[src/rtl/hd63701_int_ctrl.sv]
// Interrupt priority controller for the HD63701 sequencer: synchronises external pins,
// edge-latches NMI, arbitrates fixed-priority sources and runs the start/done vector handshake.
module hd63701_int_ctrl #(
  parameter int SYNC_STAGES = 2,
  parameter bit NMI_EDGE    = 1'b1
) (
  input  logic       i_clk,
  input  logic       i_rst,
  input  logic       i_en,
  input  logic       i_nmi_pin,
  input  logic       i_irq1_pin,
  input  logic       i_icf_req,
  input  logic       i_ocf_req,
  input  logic       i_tof_req,
  input  logic       i_sci_req,
  input  logic       i_imask,
  input  logic       i_ack_start,
  input  logic       i_ack_done,
  output logic       o_int_req,
  output logic [7:0] o_int_vect,
  output logic       o_wake,
  output logic       o_nmi_pend
);

  localparam logic [1:0] S_IDLE = 2'd0;
  localparam logic [1:0] S_PEND = 2'd1;
  localparam logic [1:0] S_LOCK = 2'd2;

  localparam logic [7:0] V_NMI  = 8'hFC;
  localparam logic [7:0] V_IRQ1 = 8'hF8;
  localparam logic [7:0] V_ICF  = 8'hF6;
  localparam logic [7:0] V_OCF  = 8'hF4;
  localparam logic [7:0] V_TOF  = 8'hF2;
  localparam logic [7:0] V_SCI  = 8'hF0;

  logic [SYNC_STAGES-1:0] r_nmi_sync;
  logic [SYNC_STAGES-1:0] r_irq1_sync;
  logic                   r_nmi_prev;
  logic                   r_nmi_latch;
  logic [1:0]             r_state;
  logic                   r_int_req;
  logic [7:0]             r_int_vect;

  logic       w_nmi_s;
  logic       w_irq1_s;
  logic       w_nmi_set;
  logic       w_nmi_clr;
  logic       w_nmi_act;
  logic [4:0] w_mask;
  logic       w_any;
  logic [7:0] w_win_vect;
  logic [1:0] w_state_nx;
  logic       w_req_nx;
  logic [7:0] w_vect_nx;

  always_ff @(posedge i_clk or posedge i_rst) begin
    if (i_rst) begin
      r_nmi_sync  <= '0;
      r_irq1_sync <= '0;
    end else if (i_en) begin
      r_nmi_sync[0]  <= i_nmi_pin;
      r_irq1_sync[0] <= i_irq1_pin;
      for (int i = 1; i < SYNC_STAGES; i++) begin
        r_nmi_sync[i]  <= r_nmi_sync[i-1];
        r_irq1_sync[i] <= r_irq1_sync[i-1];
      end
    end
  end

  assign w_nmi_s  = r_nmi_sync[SYNC_STAGES-1];
  assign w_irq1_s = r_irq1_sync[SYNC_STAGES-1];

  always_comb begin
    if (NMI_EDGE) begin
      w_nmi_set = w_nmi_s & ~r_nmi_prev;
    end else begin
      w_nmi_set = w_nmi_s;
    end
  end

  // Only the completion of an NMI service clears the latch; a coincident new edge still sets it.
  assign w_nmi_clr = i_ack_done & (r_state == S_LOCK) & (r_int_vect == V_NMI);
  assign w_nmi_act = r_nmi_latch | w_nmi_set;
  assign w_mask    = {w_irq1_s, i_icf_req, i_ocf_req, i_tof_req, i_sci_req} & {5{~i_imask}};
  assign w_any     = w_nmi_act | (|w_mask);

  always_ff @(posedge i_clk or posedge i_rst) begin
    if (i_rst) begin
      r_nmi_prev  <= 1'b0;
      r_nmi_latch <= 1'b0;
    end else if (i_en) begin
      r_nmi_prev  <= w_nmi_s;
      r_nmi_latch <= w_nmi_set | (r_nmi_latch & ~w_nmi_clr);
    end
  end

  always_comb begin
    if (w_nmi_act) begin
      w_win_vect = V_NMI;
    end else if (w_mask[4]) begin
      w_win_vect = V_IRQ1;
    end else if (w_mask[3]) begin
      w_win_vect = V_ICF;
    end else if (w_mask[2]) begin
      w_win_vect = V_OCF;
    end else if (w_mask[1]) begin
      w_win_vect = V_TOF;
    end else begin
      w_win_vect = V_SCI;
    end
  end

  always_comb begin
    w_state_nx = r_state;
    w_req_nx   = r_int_req;
    w_vect_nx  = r_int_vect;
    case (r_state)
      S_IDLE: begin
        if (w_any) begin
          w_state_nx = S_PEND;
          w_req_nx   = 1'b1;
          w_vect_nx  = w_win_vect;
        end else begin
          w_req_nx = 1'b0;
        end
      end
      S_PEND: begin
        // An acknowledge freezes the vector already presented, even if sources drop this cycle.
        if (i_ack_start) begin
          w_state_nx = S_LOCK;
        end else if (w_any) begin
          w_vect_nx = w_win_vect;
        end else begin
          w_state_nx = S_IDLE;
          w_req_nx   = 1'b0;
        end
      end
      S_LOCK: begin
        if (i_ack_done) begin
          w_state_nx = S_IDLE;
          w_req_nx   = 1'b0;
        end else begin
          w_req_nx = 1'b1;
        end
      end
      default: begin
        w_state_nx = S_IDLE;
        w_req_nx   = 1'b0;
      end
    endcase
  end

  always_ff @(posedge i_clk or posedge i_rst) begin
    if (i_rst) begin
      r_state    <= S_IDLE;
      r_int_req  <= 1'b0;
      r_int_vect <= 8'h00;
    end else if (i_en) begin
      r_state    <= w_state_nx;
      r_int_req  <= w_req_nx;
      r_int_vect <= w_vect_nx;
    end
  end

  assign o_int_req  = r_int_req;
  assign o_int_vect = r_int_vect;
  assign o_nmi_pend = r_nmi_latch;
  assign o_wake     = r_nmi_latch | (|w_mask);

endmodule

[config.mk]
export PLATFORM = sky130hd
export DESIGN_NAME = hd63701_int_ctrl
export DESIGN_NICKNAME = d
export VERILOG_FILES = /design/src/rtl/hd63701_int_ctrl.sv
export SDC_FILE = /design/constraint.sdc
export NUM_CORES = 1
export LEC_CHECK = 0
export ABC_AREA = 1
export CAP_MARGIN = 20
export CORE_ASPECT_RATIO = 0.7
export CORE_UTILIZATION = 34
export DETAILED_ROUTE_END_ITERATION = 7
export SLEW_MARGIN = 10
export SYNTH_ARGS = -nofsm -noshare
export SYNTH_HDL_FRONTEND = slang
export SYNTH_SLANG_ARGS = --single-unit
[constraint.sdc]
create_clock -name i_clk -period 3.65 [get_ports i_clk]
set_clock_uncertainty 0.1 [all_clocks]
set_input_delay 0.365 -clock i_clk [delete_from_list [all_inputs] [get_ports i_clk]]
set_output_delay 0.365 -clock i_clk [all_outputs]
set_load 0.01 [all_outputs]
==> flow_summary_export.csv <==
group,metric,value,unit
drt,drcViolationCount,0,
floorplanning,initial_core_util,38.4,%
timing,rsz0062_at_grt,"false",
logic_synthesis,synth_top_area_share,42.7,%
drt,num_vias,636,
timing,tightest_slew,0.509,ns
floorplanning,core_region_area,1980,µm²
power_and_ir_drop,leakagePower,0.473,nW
drt,post_drt_wl_per_cell,10.2,µm
global_route,global_route.usage.met1,19.1,%
finish,n_antenna_cell,0,
logic_synthesis,syn_inst,95,
drt,drtPass1Iterations,4,
logic_synthesis,netlist-cell-type-count,24,
timing,finalHoldViolCount,0,
timing,min_period,2.19,ns
finish,stdcell_count,145,
hold_path,hp-class,"in -> async",
clock_tree,cts_tree,"built",
timing,period_share,60.0,%
clock_tree,clk_latency,0.28,ns
finish,final_nets,128,
place,dp.cells,141,
finish,drive_above_1_share,13.0,%
logic_synthesis,ys_top_cells_by_area,"dfrtp_1 43%, nand2_1 12%, inv_1 5.4%",
clock_tree,clk_pin_slew,0.09,ns
timing,setup_tns,0,ns
global_route,overflow,0,
place,routabilityCongestion,0.813,
logic_synthesis,syn_area,762,µm²
finish,final_common_cell,"nand2_1",
worst_setup_path,cp.required,3.18,ns
worst_setup_path,path_max_fanout,4,
drt,viasPerCell,4.39,
clock_tree,numCtsBuffers,3,
global_route,antenna_found_initial,0,
clock_tree,h-tree-depth,1,
timing,setup_violations,0,
floorplanning,io_pins,23,
timing,fmax,457,MHz
worst_setup_path,cp.arrival,1.73,ns
worst_setup_path,cp-start-kind,"input pin",
clock_tree,cts.path.max_buffers,2,
logic_synthesis,ys_warn_count,0,
clock_tree,cts_setup_buffers,0,
place,dp_hpwl,1140,µm
timing,slew_violations,0,
clock_tree,post_cts_resized,0,
finish,syn2layout_area_growth,31.5,%
floorplanning,dieArea,2440,µm²
power_and_ir_drop,powerDensity,530,nW/µm²
clock_tree,cts_root_buffer,"clkbuf_4",
floorplanning,die_height,41.6,µm
worst_setup_path,end_kind,"primary output",
logic_synthesis,avgSynthCellArea,8.02,µm²
global_route,grt_pass1_wl,2640,µm
floorplanning,die_w,58.6,µm
worst_setup_path,crit_type,"in -> out",
drt,drtIter0Drc,12,
finish,final_cell_mix,"25 x nand2_1, 21 x clkdlybuf4s50_1, 13 x dfrtp_1, 11 x inv_1",
power_and_ir_drop,vdd_drop_max,0.242,mV
run,maxCapViolCount,0,
global_route,grtUsageMet2,21.8,%
logic_synthesis,ys_ff_latch,13,
global_route,first_global_vias,618,
global_route,grt_usage,14.5,%
drt,antenna_left,0,
floorplanning,num_rows,13,
global_route,grt_max_degree,16,
clock_tree,cts_sinks,13,
logic_synthesis,synth_top_area_cell,"dfrtp_1",
clock_tree,holdBufCountCts,0,
logic_synthesis,synth.net_count,107,
place,io_buffers,21,
logic_synthesis,yosysSeqAreaShare,42.7,%
global_route,grt.busiest_layer,"met2",
run_status,outcome,"complete, no violations",
drt,wirelength,1470,µm
timing,slew_headroom,66.0,%
global_route,grt_util_met3,6.85,%
[power by group]
part	internal [mW]	leakage, nW	switching, mW	total (mW)
clock network	0.0407	0.0177	0.0480	0.0887
logic	0.108	0.304	0.123	0.230
registers	0.182	0.151	0.0303	0.212
total	0.330	0.473	0.201	0.531
[worst paths after layout]
path,start,depth (start not counted),slack [ns],to
setup / recovery,i_imask,5,1.46,o_wake
setup reg to reg,r_nmi_sync[1]$_DFFE_PP0P_,8,2.35,o_int_req$_DFFE_PP0P_
min in group i_clk,o_int_req$_DFFE_PP0P_,2,0.39,o_int_req$_DFFE_PP0P_
hold / removal,i_rst,2,0.30,o_int_req$_DFFE_PP0P_
hold reg to reg,o_int_req$_DFFE_PP0P_,2,0.39,o_int_req$_DFFE_PP0P_
max in group asynchronous,i_rst,2,2.80,o_int_vect[1]$_DFFE_PP0P_
[routing by layer]
layer  wire length [µm]  up-vias
met3                 87        2
met5                  0        -
met1                730      277
met4                 10        0
li1                   -      340
met2                644       17
[cell usage after synthesis]
| cell | instances |
|---|---|
| a21oi_1 | 2 |
| a21oi_4 | 1 |
| buf_2 | 1 |
| buf_4 | 4 |
| conb_1 | 1 |
| dfrtp_1 | 13 |
| inv_1 | 11 |
| inv_2 | 1 |
| mux2_2 | 1 |
| nand2_1 | 25 |
| nand2_2 | 2 |
| nand2_4 | 2 |
| nand3_1 | 6 |
| nand3_2 | 1 |
| nand3b_1 | 1 |
| nand4_1 | 3 |
| nor2_1 | 7 |
| nor2_4 | 1 |
| nor2_8 | 1 |
| nor3_1 | 1 |
| o21ai_0 | 7 |
| o21ai_1 | 1 |
| o21bai_2 | 1 |
| or2_1 | 1 |
[worst max-delay path, stage by stage]
cell,delay (ns)
clkdlybuf4s50_1,0.49
inv_1,0.17
nand2_4,0.09
nand2_1,0.07
clkdlybuf4s50_1,0.54
[final cells by class]
cell class              instances  area, µm²
fillers                       208        982
multi-input cells              65        357
flip-flops and latches         13        325
repair buffers                 21        210
inverters                      12       45.0
well taps                      30       37.5
clock buffers                   3       22.5
clock inverters                 1       5.00
[through the flow]
stage	hold slack, ns	instance area, µm²	util, %	total power [mW]	worst slack [ns]
after global placement	0.364	975	49.1	0.443	1.51
final	0.301	1000	50.5	0.531	1.46
after floorplan	0.142	762	-	0.358	2.42
after detailed placement	0.369	975	49.1	0.446	1.46
after global routing	0.355	1000	50.5	0.581	1.37
after CTS	0.318	1000	50.5	0.539	1.46
[kinds of logic after synthesis]
kind of cell | count (synthesis) | share of synthesized area, %
AND/OR/NAND/NOR | 51 | 34.6
buffers and inverters | 17 | 10.5
flip-flops | 13 | 42.7
AO/OA/AOI/OAI | 12 | 10.2
multiplexers | 1 | 1.48
other | 1 | 0.492
[flip-flops by register name, summed over array words and instances, names as in the netlist]
| name | cells |
|---|---|
| o_int_vect | 4 |
| r_irq1_sync | 2 |
| r_nmi_sync | 2 |
| r_state | 2 |
| o_int_req | 1 |
| o_nmi_pend | 1 |
| r_nmi_prev | 1 |
(Power assumes the default switching activity.)
